===== src/rtl/my_alu_pkg.sv =====
// Shared ALU definitions: divider FSM states, default datapath width and
// the quotient reported for a divide-by-zero.
package my_alu_pkg;

    localparam int DIV_WIDTH = 32;

    typedef enum logic [1:0] {
        IDLE = 2'd0,
        CALC = 2'd1,
        FIX  = 2'd2,
        DONE = 2'd3
    } div_state_t;

    localparam logic [DIV_WIDTH-1:0] DIV_ZERO_QUOT = '1;

endpackage


===== src/rtl/my_div_step.sv =====
// One restoring-division iteration: shift {rem,quot} left by one, then
// subtract the divisor from the remainder when it fits.
module my_div_step #(
    parameter int WIDTH = 32
) (
    input  logic [WIDTH-1:0] rem,
    input  logic [WIDTH-1:0] quot,
    input  logic [WIDTH-1:0] divisor,
    output logic [WIDTH-1:0] rem_next,
    output logic [WIDTH-1:0] quot_next
);

    logic [WIDTH:0] shifted;
    logic [WIDTH:0] diff;
    logic           fits;

    always_comb begin
        // The shifted remainder carries one extra bit so the compare never loses the MSB.
        shifted   = {rem, quot[WIDTH-1]};
        diff      = shifted - {1'b0, divisor};
        fits      = (shifted >= {1'b0, divisor});
        rem_next  = fits ? diff[WIDTH-1:0] : shifted[WIDTH-1:0];
        quot_next = {quot[WIDTH-2:0], fits};
    end

endmodule


===== src/rtl/my_sequential_divider.sv =====
// Multi-cycle restoring divider, one quotient bit per clock.
// Define MY_DIV_SIGNED_EN to add the DivSigned port and the FIX sign-correction state.
module my_sequential_divider
    import my_alu_pkg::*;
#(
    parameter int WIDTH = DIV_WIDTH,
    parameter int CNT_W = 5
) (
    input  logic             clk,
    input  logic             reset,
    input  logic             start,
    input  logic [WIDTH-1:0] A,
    input  logic [WIDTH-1:0] B,
`ifdef MY_DIV_SIGNED_EN
    input  logic             DivSigned,
`endif
    output logic [WIDTH-1:0] Quot,
    output logic [WIDTH-1:0] Rem,
    output logic             busy,
    output logic             done,
    output logic             div_by_zero
);

    div_state_t       state, next_state;
    logic [WIDTH-1:0] rem_q, quot_q, div_q;
    logic [CNT_W-1:0] cnt_q;
    logic [WIDTH-1:0] step_rem, step_quot;
    logic [WIDTH-1:0] op_a, op_b;
    logic             b_zero;
    logic             last_step;
    logic             to_fix;

`ifdef MY_DIV_SIGNED_EN
    logic sgn_q, neg_q, neg_r;

    always_comb begin
        op_a   = (DivSigned && A[WIDTH-1]) ? -A : A;
        op_b   = (DivSigned && B[WIDTH-1]) ? -B : B;
        to_fix = sgn_q;
    end
`else
    always_comb begin
        op_a   = A;
        op_b   = B;
        to_fix = 1'b0;
    end
`endif

    assign b_zero    = (B == '0);
    assign last_step = (cnt_q == '0);

    my_div_step #(
        .WIDTH(WIDTH)
    ) u_step (
        .rem      (rem_q),
        .quot     (quot_q),
        .divisor  (div_q),
        .rem_next (step_rem),
        .quot_next(step_quot)
    );

    always_ff @(posedge clk) begin
        if (reset) begin
            state <= IDLE;
        end else begin
            state <= next_state;
        end
    end

    always_comb begin
        next_state = state;
        case (state)
            IDLE: begin
                if (start) begin
                    next_state = b_zero ? DONE : CALC;
                end
            end
            CALC: begin
                if (last_step) begin
                    next_state = to_fix ? FIX : DONE;
                end
            end
            FIX:     next_state = DONE;
            DONE:    next_state = IDLE;
            default: next_state = IDLE;
        endcase
    end

    assign busy = (state != IDLE);
    assign done = (state == DONE);

    // Result registers are written on the edge that enters DONE, so they are
    // already valid while done is high and then hold until the next result.
    always_ff @(posedge clk) begin
        if (reset) begin
            Quot        <= '0;
            Rem         <= '0;
            div_by_zero <= 1'b0;
            rem_q       <= '0;
            quot_q      <= '0;
            div_q       <= '0;
            cnt_q       <= '0;
`ifdef MY_DIV_SIGNED_EN
            sgn_q       <= 1'b0;
            neg_q       <= 1'b0;
            neg_r       <= 1'b0;
`endif
        end else begin
            case (state)
                IDLE: begin
                    if (start) begin
                        if (b_zero) begin
                            Quot        <= WIDTH'(DIV_ZERO_QUOT);
                            Rem         <= A;
                            div_by_zero <= 1'b1;
                        end else begin
                            rem_q  <= '0;
                            quot_q <= op_a;
                            div_q  <= op_b;
                            cnt_q  <= CNT_W'(WIDTH - 1);
`ifdef MY_DIV_SIGNED_EN
                            sgn_q  <= DivSigned;
                            neg_q  <= DivSigned && (A[WIDTH-1] ^ B[WIDTH-1]);
                            neg_r  <= DivSigned && A[WIDTH-1];
`endif
                        end
                    end
                end
                CALC: begin
                    rem_q  <= step_rem;
                    quot_q <= step_quot;
                    cnt_q  <= cnt_q - 1'b1;
                    if (last_step && !to_fix) begin
                        Quot        <= step_quot;
                        Rem         <= step_rem;
                        div_by_zero <= 1'b0;
                    end
                end
`ifdef MY_DIV_SIGNED_EN
                FIX: begin
                    Quot        <= neg_q ? -quot_q : quot_q;
                    Rem         <= neg_r ? -rem_q : rem_q;
                    div_by_zero <= 1'b0;
                end
`endif
                default: ;
            endcase
        end
    end

endmodule


===== config.mk =====
export PLATFORM = sky130hd
export DESIGN_NAME = my_sequential_divider
export DESIGN_NICKNAME = d
export VERILOG_FILES = /design/src/rtl/my_alu_pkg.sv /design/src/rtl/my_div_step.sv /design/src/rtl/my_sequential_divider.sv
export SDC_FILE = /design/constraint.sdc
export NUM_CORES = 1
export LEC_CHECK = 0
export CAP_MARGIN = 20
export CORE_ASPECT_RATIO = 1.4
export CORE_MARGIN = 2
export CORE_UTILIZATION = 35
export CTS_CLUSTER_SIZE = 10
export DETAILED_ROUTE_END_ITERATION = 6
export GPL_TIMING_DRIVEN = 0
export HOLD_SLACK_MARGIN = 0.02
export PLACE_DENSITY_LB_ADDON = 0.25
export SLEW_MARGIN = 40
export SYNTH_ARGS = -nofsm -noshare
export SYNTH_HDL_FRONTEND = slang
export SYNTH_SLANG_ARGS = --single-unit

===== constraint.sdc =====
create_clock -name clk -period 2.74 [get_ports clk]
set_input_delay 0.274 -clock clk [delete_from_list [all_inputs] [get_ports clk]]
set_output_delay 0.274 -clock clk [all_outputs]
set_load 0.02 [all_outputs]

==> flow_metrics.tcl <==
set metrics [dict create \
    antenna_found_initial 0 \
    clk_pin_slew_ns 0.07 \
    yosysWarningCount 0 \
    cts-htree-levels 4 \
    rsz0062_at_grt "yes" \
    port_buffers 132 \
    cts_hold_repair.buffers 0 \
    filler_cell_count 2325 \
    crit_fanout 3 \
    grt_use_total_pct 24.0 \
    grt_max_degree 17 \
    cts_root_buf "clkbuf_16" \
    cts_buffers 17 \
    layout.nets 1412 \
    drive_gt1_share_pct 21.4 \
    synth_area_um2 8980 \
    firstDrtPassIters 6 \
    drv_cap 0 \
    fp.dieH_um 193 \
    slew_viol_final 0 \
    cts_tree "done" \
    clock-sinks 168 \
    hp-start "B[8]" \
    max-slew-margin-rel_pct 44.6 \
    dp_hpwl_um 25200 \
    outcome "complete, but fails checks" \
    via_per_inst 5.88 \
    grt_pass1_vias 8969 \
    whs_ns 0.450 \
    synth_area_leaders "dfxtp_1 37%, nor2_1 6.3%, ha_1 5.3%, mux2i_1 5.0%, nand2_1 4.2%" \
    ys_async_sr_fraction_pct 0 \
    timing.final.ws_setup_ns -0.170 \
    wirelength_um 34900 \
    synth_nets 1210 \
    synth-seq-cells 168 \
    worst-r2r-setup-slack_ns -0.17 \
    hold_class "in2reg" \
    antenna_left 0 \
    timing.final.crit_share_pct 106 \
    fmax_mhz 344 \
    fin_tns_setup_ns -0.993 \
    rows 69 \
    critPathLaunchType "register" \
    synth_edf_count 0 \
    grt_overflow_total 0 \
    seq_area_frac_synth_pct 37.5 \
    critPathKind "reg2reg" \
    setup_viol 14 \
    die-area_um2 27000 \
    start_util_pct 35.5 \
    hold_viol_final 0 \
    synth_area_per_cell_um2 8.13 \
    cts_buffer_depth 2 \
    yosysTopAreaCell "dfxtp_1" \
    drc_errors 0 \
    required_ns 3.09 \
    wl_per_cell_um 21.3 \
    worstPathArrival_ns 3.26 \
    yosysTopAreaCellShare_pct 37.5 \
    ys_types 74 \
    fin_skew_ns 0.0142 \
    final-seq-area_um2 3400 \
    r2r-start "quot_q[31]$_SDFFE_PP0P_" \
    num_antenna_cells 0 \
    worstMarginPinSlew_ns 0.830 \
    syn_inst 1104 \
    chipWidth_um 139 \
    ios 134 \
    violations "negative setup slack" \
    finalWeightedCongestion 0.911 \
    core_um2 25300 \
    crit_start "quot_q[31]$_SDFFE_PP0P_" \
    end_kind "register" \
    multi_input_comb_area_um2 5940 \
    insertion_delay_ns 0.46 \
    via_count 9622 \
    ys.flop_type "dfxtp_1" \
    grt_pass1_wl_um 50900 \
    area_growth_pct 42.8 \
    finalCriticalPeriod_ns 2.91 \
    drt_iter0_drc 886 \
]
-- worst paths after layout --
path | endpoint | cells after the start
hold / removal | div_q[8]$_SDFFE_PP0P_ | 3
setup / recovery | rem_q[16]$_SDFFE_PP0P_ | 13
setup reg to reg | rem_q[16]$_SDFFE_PP0P_ | 13
hold reg to reg | Rem[28]$_SDFFE_PP0P_ | 2
-- cell usage after synthesis, drive strengths merged, types with 15 or more instances --
cell type and instances:
o22ai 33, clkbuf 70, a21o 19, ha 38
a31oi 15, xnor2 17, a21oi 64, a311oi 41
a211oi 29, o21ai 56, o211ai 39, nor3 16
nand2 101, buf 15, mux2i 45, inv 44
nor2 152, nand3 18, dfxtp 168
-- critical path, cell delays in order, from the launching register on --
cell	delay, ns
dfxtp_2	0.35
inv_2	0.07
ha_4	0.13
inv_2	0.04
fa_2	0.35
a21o_1	0.21
a221oi_4	0.36
buf_6	0.17
o21bai_4	0.07
a211o_1	0.30
a31oi_4	0.17
xnor2_2	0.17
nand2_1	0.14
a311oi_2	0.28
-- routing by layer --
metal  track usage, %  part of all wire (%)  vias up
li1                 -                     -     4450
met1             27.3                    38     4595
met2             43.1                    51      449
met3             3.99                   6.0      128
met4             12.2                   5.0        0
met5                0                     0        -
-- final cells by class --
cell class | count | area share (%)
Multi-Input combinational cell | 807 | 46.3
Sequential cell | 168 | 26.5
Timing Repair Buffer | 191 | 14.9
Buffer | 77 | 3.80
Clock buffer | 24 | 3.76
Tap cell | 319 | 3.11
Inverter | 44 | 1.31
Clock inverter | 7 | 0.361
-- registers in the layout, indices dropped and copies added, names as in the netlist --
name and count:
cnt_q 5, div_by_zero 1, rem_q 32, Rem 32
quot_q 32, Quot 32, state 2, div_q 32
-- cell families after synthesis --
kind of cell	after synthesis	synth area share [%]
muxes	46	5.14
and+or+nand+nor	352	17.4
xor gates and xnor gates	22	2.15
buffers and inverters	129	5.67
adders and majority gates	39	5.52
DFF	168	37.5
AOI/OAI and AO/OA	348	26.7
-- cell usage in the layout (no fill, tap or decap), drive strengths merged, types with 33 or more instances in the layout --
cell / count
a311oi: 41
nand2: 101
o21ai: 56
nor2: 152
clkbuf: 87
o22ai: 33
dfxtp: 168
inv: 44
buf: 73
a21oi: 64
o211ai: 39
ha: 38
clkdlybuf4s50: 132
mux2i: 45
-- what timing repair did --
action	4_1_cts	5_1_grt
buffers inserted	29	24
cloned	1	5
pin swaps	39	70
setup endpoints to repair	164	134
gates resized for setup	145	151
-- metrics by stage --
stage | utilization (%) | setup slack [ns] | area [um2] | cells
floorplan | - | 0.0222 | 8980 | 1104
global placement | 42.3 | -1.41 | 10700 | 1555
detailed placement | 42.3 | -1.29 | 10700 | 1555
CTS | 47.5 | -0.0581 | 12000 | 1610
global route | 50.7 | -0.223 | 12800 | 1637
finish | 50.7 | -0.170 | 12800 | 1637
Power is left out: the tool's default activity adds up to more than one toggle a clock period on the data nets, which glitch-free logic cannot reach.
